File: src/rtl/clkgen_pkg.sv
// Shared types and helpers for the clock_div_bank clock generator.
// Holds the per-channel state encoding, the tick counter width and the
// divisor arithmetic used by every channel.
package clkgen_pkg;

    localparam int TICKW = 16;

    typedef enum logic {
        CH_OFF = 1'b0,
        CH_RUN = 1'b1
    } ch_state_e;

    // A divisor below 2 cannot produce a clock, so it is promoted to 2.
    function automatic logic [31:0] eff_div(input logic [31:0] n);
        return (n < 32'd2) ? 32'd2 : n;
    endfunction

    // Length of the high phase, ceil(n/2), computed without overflowing n+1.
    function automatic logic [31:0] hi_len(input logic [31:0] n);
        return (n >> 1) + {31'd0, n[0]};
    endfunction

endpackage

File: src/rtl/clkgen_channel.sv
// One divided-clock channel: period counter, OFF/RUN state machine,
// staged reset release and, when CLKGEN_TICK_CNT_EN is defined, a
// 16-bit count of generated clock pulses.
// A new divisor is only loaded while OFF or on the last cycle of a
// period, so clk_out never produces a runt high or low phase.
module clkgen_channel
    import clkgen_pkg::*;
#(
    parameter int DIVW       = 8,
    parameter int RST_STAGES = 3,
    parameter int DIV_RST    = 2
) (
    input  logic             pll_clk,
    input  logic             resetb,
    input  logic             ext_reset,
    input  logic             ch_en,
    input  logic             pending,
    input  logic [DIVW-1:0]  shadow,
    output logic             apply,
    output logic             clk_out,
    output logic             clk_pulse,
    output logic             rst_out_b,
    output logic             ch_locked
`ifdef CLKGEN_TICK_CNT_EN
    ,
    output logic [TICKW-1:0] tick_cnt
`endif
);

    localparam logic [3:0]      RST_TGT  = 4'(RST_STAGES);
    localparam logic [DIVW-1:0] DIV_INIT = DIVW'(eff_div(32'(DIV_RST)));

    ch_state_e       state;
    logic [DIVW-1:0] cnt;
    logic [DIVW-1:0] div;
    logic [DIVW-1:0] cnt_inc;
    logic [DIVW-1:0] hi;
    logic [DIVW-1:0] new_div;
    logic [3:0]      rst_cnt;
    logic [3:0]      rst_cnt_next;
    logic            terminal;
    logic            leaving;

    // Period boundary detection, divisor load decision and reset-stage counting.
    always_comb begin
        cnt_inc      = cnt + DIVW'(1);
        hi           = DIVW'(hi_len(32'(div)));
        new_div      = DIVW'(eff_div(32'(shadow)));
        terminal     = (state == CH_RUN) && (cnt == div - DIVW'(1));
        apply        = pending && ((state == CH_OFF) || terminal);
        leaving      = terminal && !ch_en;
        rst_cnt_next = rst_cnt;
        if (ext_reset || leaving || (state == CH_OFF)) begin
            rst_cnt_next = '0;
        end else if (clk_pulse && (rst_cnt != RST_TGT)) begin
            rst_cnt_next = rst_cnt + 4'd1;
        end
    end

    // Channel state machine with registered clock, strobe and reset outputs.
    always_ff @(posedge pll_clk) begin
        if (!resetb) begin
            state     <= CH_OFF;
            cnt       <= '0;
            div       <= DIV_INIT;
            clk_out   <= 1'b0;
            clk_pulse <= 1'b0;
            rst_cnt   <= '0;
            rst_out_b <= 1'b0;
        end else begin
            rst_cnt   <= rst_cnt_next;
            rst_out_b <= (rst_cnt_next == RST_TGT);
            if (apply) begin
                div <= new_div;
            end
            case (state)
                CH_OFF: begin
                    cnt <= '0;
                    if (ch_en) begin
                        state     <= CH_RUN;
                        clk_out   <= 1'b1;
                        clk_pulse <= 1'b1;
                    end else begin
                        clk_out   <= 1'b0;
                        clk_pulse <= 1'b0;
                    end
                end
                CH_RUN: begin
                    if (terminal) begin
                        cnt <= '0;
                        if (ch_en) begin
                            clk_out   <= 1'b1;
                            clk_pulse <= 1'b1;
                        end else begin
                            state     <= CH_OFF;
                            clk_out   <= 1'b0;
                            clk_pulse <= 1'b0;
                        end
                    end else begin
                        cnt       <= cnt_inc;
                        clk_out   <= (cnt_inc < hi);
                        clk_pulse <= 1'b0;
                    end
                end
            endcase
        end
    end

    assign ch_locked = (state == CH_RUN) && rst_out_b;

`ifdef CLKGEN_TICK_CNT_EN
    // Free-running count of clock pulses; holds while the channel is off.
    always_ff @(posedge pll_clk) begin
        if (!resetb) begin
            tick_cnt <= '0;
        end else if ((state == CH_RUN) && clk_pulse) begin
            tick_cnt <= tick_cnt + TICKW'(1);
        end
    end
`endif

endmodule

File: src/rtl/clock_div_bank.sv
// Multi-channel programmable clock generator, fully synchronous to pll_clk.
// Holds the configuration shadow register and per-channel pending flags;
// each channel picks up the shadow divisor at its own next safe boundary.
// Optional feature: define CLKGEN_TICK_CNT_EN to add the tick_cnt output.
module clock_div_bank
    import clkgen_pkg::*;
#(
    parameter int NCH        = 4,
    parameter int DIVW       = 8,
    parameter int RST_STAGES = 3,
    parameter int DIV_RST    = 2
) (
    input  logic                 pll_clk,
    input  logic                 resetb,
    input  logic                 ext_reset,
    input  logic [NCH*DIVW-1:0]  div_cfg,
    input  logic                 cfg_valid,
    output logic                 cfg_ready,
    input  logic [NCH-1:0]       ch_en,
    output logic [NCH-1:0]       clk_out,
    output logic [NCH-1:0]       clk_pulse,
    output logic [NCH-1:0]       rst_out_b,
    output logic [NCH-1:0]       ch_locked
`ifdef CLKGEN_TICK_CNT_EN
    ,
    output logic [NCH*TICKW-1:0] tick_cnt
`endif
);

    logic [NCH*DIVW-1:0] shadow;
    logic [NCH-1:0]      pending;
    logic [NCH-1:0]      apply;
    logic                transfer;

    assign cfg_ready = ~|pending;
    assign transfer  = cfg_valid && cfg_ready;

    // Capture a new configuration and track which channels still have to load it.
    always_ff @(posedge pll_clk) begin
        if (!resetb) begin
            shadow  <= '0;
            pending <= '0;
        end else if (transfer) begin
            shadow  <= div_cfg;
            pending <= '1;
        end else begin
            pending <= pending & ~apply;
        end
    end

    for (genvar i = 0; i < NCH; i++) begin : g_ch
        clkgen_channel #(
            .DIVW       (DIVW),
            .RST_STAGES (RST_STAGES),
            .DIV_RST    (DIV_RST)
        ) u_ch (
            .pll_clk   (pll_clk),
            .resetb    (resetb),
            .ext_reset (ext_reset),
            .ch_en     (ch_en[i]),
            .pending   (pending[i]),
            .shadow    (shadow[i*DIVW +: DIVW]),
            .apply     (apply[i]),
            .clk_out   (clk_out[i]),
            .clk_pulse (clk_pulse[i]),
            .rst_out_b (rst_out_b[i]),
            .ch_locked (ch_locked[i])
`ifdef CLKGEN_TICK_CNT_EN
            ,
            .tick_cnt  (tick_cnt[i*TICKW +: TICKW])
`endif
        );
    end

endmodule

File: config.mk
export PLATFORM = sky130hd
export DESIGN_NAME = clock_div_bank
export DESIGN_NICKNAME = d
export VERILOG_FILES = /design/src/rtl/clkgen_pkg.sv /design/src/rtl/clkgen_channel.sv /design/src/rtl/clock_div_bank.sv
export SDC_FILE = /design/constraint.sdc
export NUM_CORES = 1
export LEC_CHECK = 0
export CAP_MARGIN = 5
export CELL_PAD_IN_SITES_DETAIL_PLACEMENT = 1
export CELL_PAD_IN_SITES_GLOBAL_PLACEMENT = 1
export CORE_UTILIZATION = 41
export CTS_BUF_LIST = sky130_fd_sc_hd__clkbuf_4
export DETAILED_ROUTE_END_ITERATION = 16
export GPL_ROUTABILITY_DRIVEN = 1
export PLACE_DENSITY = 0.71
export SYNTH_ARGS = -nofsm -noshare
export SYNTH_HDL_FRONTEND = slang
export SYNTH_SLANG_ARGS = --single-unit
File: constraint.sdc
create_clock -name pll_clk -period 4.9 [get_ports pll_clk]
set_input_delay 0.49 -clock pll_clk [delete_from_list [all_inputs] [get_ports pll_clk]]
set_output_delay 0.49 -clock pll_clk [all_outputs]
set_load 0.02 [all_outputs]
Yosys cells after proc, flatten, opt, wreduce, memory -nomap -nowiden
Cells that the tools add are included.
- add/sub/neg operators: 16
- bitwise logic cells: 6
- reductions and logical operators: 39
- equality and inequality tests: 12
- multiplexer cells: 49
- $lt $le $gt $ge: 8
- operator list (cell ; count):
    $mux W8 ; 8
    $pmux W8 S2 ; 4
    $mux W4 ; 9
    $add A7 B1 Y8 ; 4
    $add A8 B1 Y8 const B ; 4
    $eq A8 B8 Y1 ; 4
    $lt A8 B2 Y1 const B ; 4
    $lt A8 B8 Y1 ; 4
    $sub A8 B1 Y8 const B ; 4
    $pmux W1 S2 ; 12
    $logic_and A1 B1 Y1 ; 21
    $add A4 B1 Y4 const B ; 4
    $eq A4 B2 Y1 const B ; 4
    $mux W1 ; 16
    $ne A4 B2 Y1 const B ; 4
    $logic_or A1 B1 Y1 ; 12
    $logic_not A1 Y1 ; 5
    $and A4 B4 Y4 ; 1
    $not A1 Y1 ; 4
    $not A4 Y4 ; 1
    $reduce_or A4 Y1 ; 1
- flip-flop bits (word level): 132
- logic and storage cells: 160
- output and inout port bits: 17

Depth between registers and ports, before layout
Gate-level depths: netlist (run 1).
- depth after elaboration: 8
- depth in mapped cells: 11
- depth with buffers taken out: 11

By module
From an unflattened synthesis (run 1), not the netlist that was laid out.
- cells, all modules: 845
- area, all modules: 7880.1 µm²
- modules (own cells, without submodules) (module ; instances ; area an instance (µm²) ; cells each):
    clkgen_channel ; 4 ; 1611.5 ; 173
    clock_div_bank ; 1 ; 1433.9 ; 153

Least setup slack after synthesis (run 1)
OpenSTA, ideal clock, no wires.
- path type: reg-to-reg
- from: register g_ch[0].u_ch.div[0]
- to: register g_ch[0].u_ch.div[0]
- setup time: 0.072 ns
- stages on the path, launching flop included: 12
- period minus slack after synthesis: 2.414 ns
- path buffers: 3
- data arrival time: 2.343 ns
- path slack: 2.486 ns
- path through: dfxtp_1 > buf_2 > inv_1 > ha_1 > buf_2 > o21bai_1 > a2111oi_0 > a311oi_1 > a2111o_1 > a21boi_1 > buf_4 > mux2i_1
- word-level cells in the longest chain between the ends: 5
- ends and longest elaborated chain (element ; RTL line ; RTL):
    start: declaration ; clkgen_channel.sv:35 ; logic [DIVW-1:0] div;
    start signal: assignment ; clkgen_channel.sv:74 ; div <= new_div;
    $sub A8 B1 Y8 ; clkgen_channel.sv:49 ; terminal = (state == CH_RUN) && (cnt == div - DIVW'(1));
    $eq A8 B8 Y1 ; clkgen_channel.sv:49 ;
    $logic_and A1 B1 Y1 ; clkgen_channel.sv:49 ;
    $logic_or A1 B1 Y1 ; clkgen_channel.sv:50 ; apply = pending && ((state == CH_OFF) || terminal);
    $logic_and A1 B1 Y1 ; clkgen_channel.sv:50 ;
No other way between the ends.
A chain may end at the register's enable or synchronous reset.

Final worst setup path (run 1)
- from: register g_ch[0].u_ch.div[0]
- to: register g_ch[0].u_ch.div[4]
The elaborated chain is that of the path after synthesis.

==> flow_metrics.env, run 1 <==
export IMPL_rsz0062_at_grt="no"
export IMPL_core_area_sq_um=17500
export IMPL_required_ps=5380
export IMPL_initial_core_util_pct=42.6
export IMPL_status="completed"
export IMPL_end_kind="flip-flop"
export IMPL_fin_skew_ps=14.2
export IMPL_tritoncts="built"
export IMPL_clock_sinks=132
export IMPL_numPortBuffers=56
export IMPL_drt_iter0_markers=191
export IMPL_drc=0
export IMPL_grt_pass1_wl_um=30200
export IMPL_grt_usage_pct=20.5
export IMPL_cts_root_buffer="clkbuf_4"
export IMPL_fin_nets=986
export IMPL_ant_nets=0
export IMPL_synth_edf_count=0
export IMPL_gp_congestion=0.866
export IMPL_synth_warnings=0
export IMPL_yosys_register_bits=132
export IMPL_cts_inserted_buffers=17
export IMPL_tightest_slew_ps=1210
export IMPL_finalCriticalPeriod_ps=3280
export IMPL_crit_arrival_ps=3760
export IMPL_yosysSeqAreaShare_pct=35.4
export IMPL_max_freq_mhz=305
export IMPL_setup_viol=0
export IMPL_leakage_nw=3.17
export IMPL_synth_top_family_by_area="simple AND/OR/NAND/NOR gates"
export IMPL_post_cts_resized=0
export IMPL_drv_slew=0
export IMPL_synth_area_leaders="dfxtp_1 (35%), ha_1 (8.0%), nand2_1 (7.6%)"
export IMPL_pin_count=57
export IMPL_yosys_area_share_simple_pct=23.2
export IMPL_multi_input_area_sq_um=4400
export IMPL_grt_max_degree=84
export IMPL_synthMuxAreaShare_pct=4.56
export IMPL_cts_setup_buffers=0
export IMPL_critical_path_peak_fanout=8
export IMPL_relSlewSlack_pct=18.9
export IMPL_clkTransAtPathRegs_ps=110
export IMPL_regArea_sq_um=2640
export IMPL_synth_xor_area_share_pct=12.1
export IMPL_grt_antenna_before_repair=1
export IMPL_clk_latency_ps=550
export IMPL_drive_gt1_share_pct=5.61
export IMPL_fillers=2099
export IMPL_hold_viol=0
export IMPL_synth_cells=882
export IMPL_mappedNetlistArea_sq_um=7470
export IMPL_die_x_um=137
export IMPL_ctsLongestPathBuffers=2
export IMPL_worstHoldPathType="flip-flop to flip-flop"
export IMPL_routed_via_count=6041
export IMPL_design_die_area_sq_um=18800
export IMPL_synth_largest_area_cell="dfxtp_1"
export IMPL_vias_per_cell=5.32
export IMPL_ir_drop_uv=137
export IMPL_dp_hpwl_um=13200
export IMPL_synth_ff_type="dfxtp_1"
export IMPL_criticalPathCategory="flip-flop to flip-flop"
export IMPL_synth_compound_area_share_pct=11.1
export IMPL_p_per_area_nw_per_um2=267
export IMPL_ys_top_cells_by_count="nand2_1 (151), dfxtp_1 (132), a21oi_1 (55)"
export IMPL_ctsHoldBuffers=0
export IMPL_wl_per_cell_um=15.6
export IMPL_htree_levels=4
export IMPL_wirelength_um=17700
export IMPL_die_h_um=137
export IMPL_post_route_util_pct=47.0
export IMPL_tns_ps=0
export IMPL_yosysMostFrequentCell="nand2_1"
export IMPL_fp_row_count=48
export IMPL_grt_pass1_vias=6317
export IMPL_overflow=0
export IMPL_synth_top_area_share_pct=35.4
export IMPL_synthArstFlopShare_pct=0
export IMPL_startpoint_type="flip-flop"
export IMPL_period_share_pct=67.0
export IMPL_synth_nets=970
export IMPL_area_delta_synth_final_pct=10.2
export IMPL_max_cap_violations=0
export IMPL_firstDrtPassIters=4
export IMPL_syn_avg_cell_area_sq_um=8.47
export IMPL_ys_types=61
export IMPL_synthAdderAreaFrac_pct=8.04
[flip-flops by register name, indices dropped and copies added (netlist names)]
register,flops
g_ch.u_ch.cnt,32
g_ch.u_ch.rst_out_b,4
pending,4
g_ch.u_ch.clk_pulse,4
g_ch.u_ch.div,32
g_ch.u_ch.clk_out,4
g_ch.u_ch.rst_cnt,16
shadow,32
g_ch.u_ch.state,4
[power by group]
part	switching (W)	internal [W]
combinational	0.000216	0.000165
clock	0.000380	0.000266
sequential	0.0000512	0.00112
[stage by stage]
step           power, W  cells  worst slack (ps)  cell area [sq um]  hold WS (ps)
2_1_floorplan   0.00146    882              2490               7470           436
3_3_place_gp    0.00157   1104              1920               8000           445
3_5_place_dp    0.00158   1104              1600               8000           453
4_1_cts         0.00224   1134              1560               8230           420
5_1_grt         0.00232   1135              1320               8230           462
6_report        0.00220   1135              1620               8230           465
[layer usage]
layer | GRT usage [%] | wire, um | vias up
li1 | - | - | 3037
met1 | 24.9 | 8200 | 2919
met2 | 35.6 | 8680 | 65
met3 | 4.26 | 585 | 20
met4 | 7.14 | 246 | 0
met5 | 0 | 0 | -
[worst max-delay path, cell delays in order (launching register included)]
cell	delay (ps)
dfxtp_1	490
inv_1	80
ha_1	310
o21bai_1	200
a2111oi_0	500
a311oi_1	90
a2111o_1	460
a21boi_1	810
mux2i_1	270
[cells by family after synthesis]
logic type / Yosys count
compound gates: 121
xor+xnor: 103
fa+ha+maj: 48
buf+inv: 88
flops: 132
mux: 34
simple gates: 356
[final timing paths]
| check | slack, ps | cells past startpoint | from | to |
|---|---|---|---|---|
| worst max-delay path | 1620 | 8 | g_ch[0].u_ch.div[0]$_SDFFE_PN0P_ | g_ch[0].u_ch.div[4]$_SDFFE_PN0P_ |
| worst max register to register | 1620 | 8 | g_ch[0].u_ch.div[0]$_SDFFE_PN0P_ | g_ch[0].u_ch.div[4]$_SDFFE_PN0P_ |
| worst min register to register | 470 | 2 | shadow[8]$_SDFFE_PN0P_ | shadow[8]$_SDFFE_PN0P_ |
| worst min-delay path | 470 | 2 | shadow[8]$_SDFFE_PN0P_ | shadow[8]$_SDFFE_PN0P_ |
[placed cells by master (no fill, tap or decap), drive strengths merged, types with 34 or more instances in the layout]
cell type | synthesis | layout
mux2i | 34 | 34
ha | 48 | 48
nand2 | 151 | 151
xnor2 | 53 | 53
nor2 | 55 | 55
nand3 | 41 | 41
a21oi | 55 | 55
clkdlybuf4s50 | 0 | 55
dfxtp | 132 | 132
xor2 | 50 | 50
[cell type report]
type,instances,share of cell area (%)
clock buffers,22,2.01
inverters,26,1.19
flip-flops and latches,132,32.1
multi-input cells,662,53.5
repair buffers,59,7.02
clock inverters,8,0.760
diodes,1,0.0304
well taps,225,3.42
Note: power is estimated with default switching activity, not from simulation.
==> run 2, diff against run 1 <==
==> constraint.sdc (replaced) <==
create_clock -name pll_clk -period 3.15 [get_ports pll_clk]
set_input_delay 0.315 -clock pll_clk [delete_from_list [all_inputs] [get_ports pll_clk]]
set_output_delay 0.315 -clock pll_clk [all_outputs]
set_load 0.02 [all_outputs]
==> run 2 against run 1 <==
Worst setup slack got worse by 1300 ps. Fmax up 16%. Critical path depth rose by 1. Sequential power up 56%. Largest cell class unchanged.
==> flow_metrics.env, run 2 (synthesized netlist as in run 1, its figures left out) <==
export IMPL_drive_gt1_share_pct=6.56
export IMPL_required_ps=3630
export IMPL_grt_pass1_vias=6229
export IMPL_r2r_slack_ps=330
export IMPL_fin_skew_ps=23.5
export IMPL_crit_path_end="g_ch[0].u_ch.div[2]$_SDFFE_PN0P_"
export IMPL_cp_slowest_cell="a2111oi_0"
export IMPL_rsz0062_at_grt="no"
export IMPL_pin_count=57
export IMPL_power_frac_clock_pct=28.4
export IMPL_clkTransAtPathRegs_ps=120
export IMPL_fin_nets=990
export IMPL_dp_hpwl_um=13700
export IMPL_post_route_util_pct=47.2
export IMPL_relSlewSlack_pct=54.4
export IMPL_ant_nets=0
export IMPL_setup_viol=0
export IMPL_switching_share_pct=31.5
export IMPL_numPortBuffers=56
export IMPL_p_sw_w=0.00107
export IMPL_finalCriticalPeriod_ps=2820
export IMPL_layout_common_cells="nand2_1 (151), dfxtp_1 (132), a21oi_1 (55), clkdlybuf4s50_1 (55)"
export IMPL_cts_setup_buffers=0
export IMPL_grt_usage_pct=20.5
export IMPL_leakage_nw=3.18
export IMPL_tns_ps=0
export IMPL_max_stage_delay_ps=530
export IMPL_grt_pass1_wl_um=30000
export IMPL_tritoncts="built"
export IMPL_routed_via_count=6050
export IMPL_core_area_sq_um=17500
export IMPL_max_freq_mhz=354
export IMPL_drv_slew=0
export IMPL_htree_levels=4
export IMPL_period_share_pct=89.6
export IMPL_wl_per_cell_um=15.7
export IMPL_grt_max_degree=84
export IMPL_critPathLaunch="g_ch[0].u_ch.div[0]$_SDFFE_PN0P_"
export IMPL_grt_antenna_before_repair=1
export IMPL_fp_row_count=48
export IMPL_r2r_end="g_ch[0].u_ch.div[2]$_SDFFE_PN0P_"
export IMPL_die_h_um=137
export IMPL_ctsHoldBuffers=0
export IMPL_p_per_area_nw_per_um2=410
export IMPL_timing_hold_ws_ps=272
export IMPL_p_total_w=0.00339
export IMPL_clk_latency_ps=550
export IMPL_ir_drop_uv=185
export IMPL_max_cap_violations=0
export IMPL_design_die_area_sq_um=18800
export IMPL_clock_sinks=132
export IMPL_critical_path_cell_chain="inv_1 -> ha_1 -> o21bai_1 -> a2111oi_0 -> a311oi_1 -> a2111o_1 -> a21boi_1 -> buf_4 -> mux2i_1"
export IMPL_p_int_w=0.00232
export IMPL_reg_top3="g_ch.u_ch.cnt: 32 flops, g_ch.u_ch.div: 32 flops, shadow: 32 flops"
export IMPL_dp_cells=1108
export IMPL_pwr_share_seq_pct=53.9
export IMPL_startpoint_type="flip-flop"
export IMPL_drt_iter0_markers=187
export IMPL_crit_arrival_ps=3300
export IMPL_ctsLongestPathBuffers=2
export IMPL_initial_core_util_pct=42.6
export IMPL_criticalPathCategory="flip-flop to flip-flop"
export IMPL_critical_path_peak_fanout=8
export IMPL_status="completed"
export IMPL_finalNonFillerCells=1141
export IMPL_gp_congestion=0.853
export IMPL_tightest_slew_ps=681
export IMPL_end_kind="flip-flop"
export IMPL_comb_power_share_pct=17.7
export IMPL_cts_root_buffer="clkbuf_4"
export IMPL_overflow=0
export IMPL_post_cts_resized=0
export IMPL_firstDrtPassIters=4
export IMPL_die_x_um=137
export IMPL_rr_worst_depth=9
export IMPL_worstHoldPathType="primary input to flip-flop"
export IMPL_area_delta_synth_final_pct=10.8
export IMPL_wirelength_um=18000
export IMPL_vias_per_cell=5.30
export IMPL_drc=0
export IMPL_cts_inserted_buffers=17
export IMPL_hold_viol=0
export IMPL_r2r_start="g_ch[0].u_ch.div[0]$_SDFFE_PN0P_"
export IMPL_mostFrequentLayoutCell="nand2_1"
==> run 2: routing by layer <==
layer	track usage (%)	vias to the layer above	wire length [um]
met1	24.7	2915	8340
met4	6.96	0	243
met3	5.15	22	640
li1	-	3038	-
met5	0	-	0
met2	35.0	75	8730
==> run 2: worst min-delay path by stage <==
stage	startpoint	to	slack, ps	depth (start not counted)
after floorplan	ch_en[1]	g_ch[1].u_ch.clk_pulse$_SDFF_PN0_	430	2
after global placement	shadow[16]$_SDFFE_PN0P_	shadow[16]$_SDFFE_PN0P_	440	2
after detailed placement	shadow[8]$_SDFFE_PN0P_	shadow[8]$_SDFFE_PN0P_	460	2
after CTS	div_cfg[16]	shadow[16]$_SDFFE_PN0P_	240	3
after global routing	resetb	g_ch[1].u_ch.clk_pulse$_SDFF_PN0_	260	4
final	resetb	g_ch[1].u_ch.clk_pulse$_SDFF_PN0_	270	4
==> run 2: cell type report <==
type                    count  area (sq um)
fillers                  2094          9260
multi-input cells         662          4400
inverters                  26          97.6
well taps                 225           282
flip-flops and latches    132          2640
diodes                      1          2.50
clock buffers              18           135
repair buffers             63           621
clock inverters            14          90.1
==> run 2: power by group through the flow <==
stage | sequential [W] | clock [W] | combinational, W
after floorplan | 0.00183 | 0 | 0.000444
after global placement | 0.00186 | 0 | 0.000588
after detailed placement | 0.00187 | 0 | 0.000607
after CTS | 0.00183 | 0.00101 | 0.000610
after global routing | 0.00184 | 0.00107 | 0.000669
final | 0.00183 | 0.000964 | 0.000600
==> run 2: through the flow <==
stage	cell area (sq um)	setup slack [ps]
2_1_floorplan	7470	736
3_3_place_gp	8050	580
3_5_place_dp	8050	326
4_1_cts	8270	310
5_1_grt	8270	145
6_report	8270	328
==> run 2: worst max-delay path, delay by kind of cell (launching register included) <==
family	cells	cell delay, ps
adders and majority gates	1	310
DFF	1	500
muxes	1	200
buffers and inverters	2	290
AOI/OAI and AO/OA	5	1450
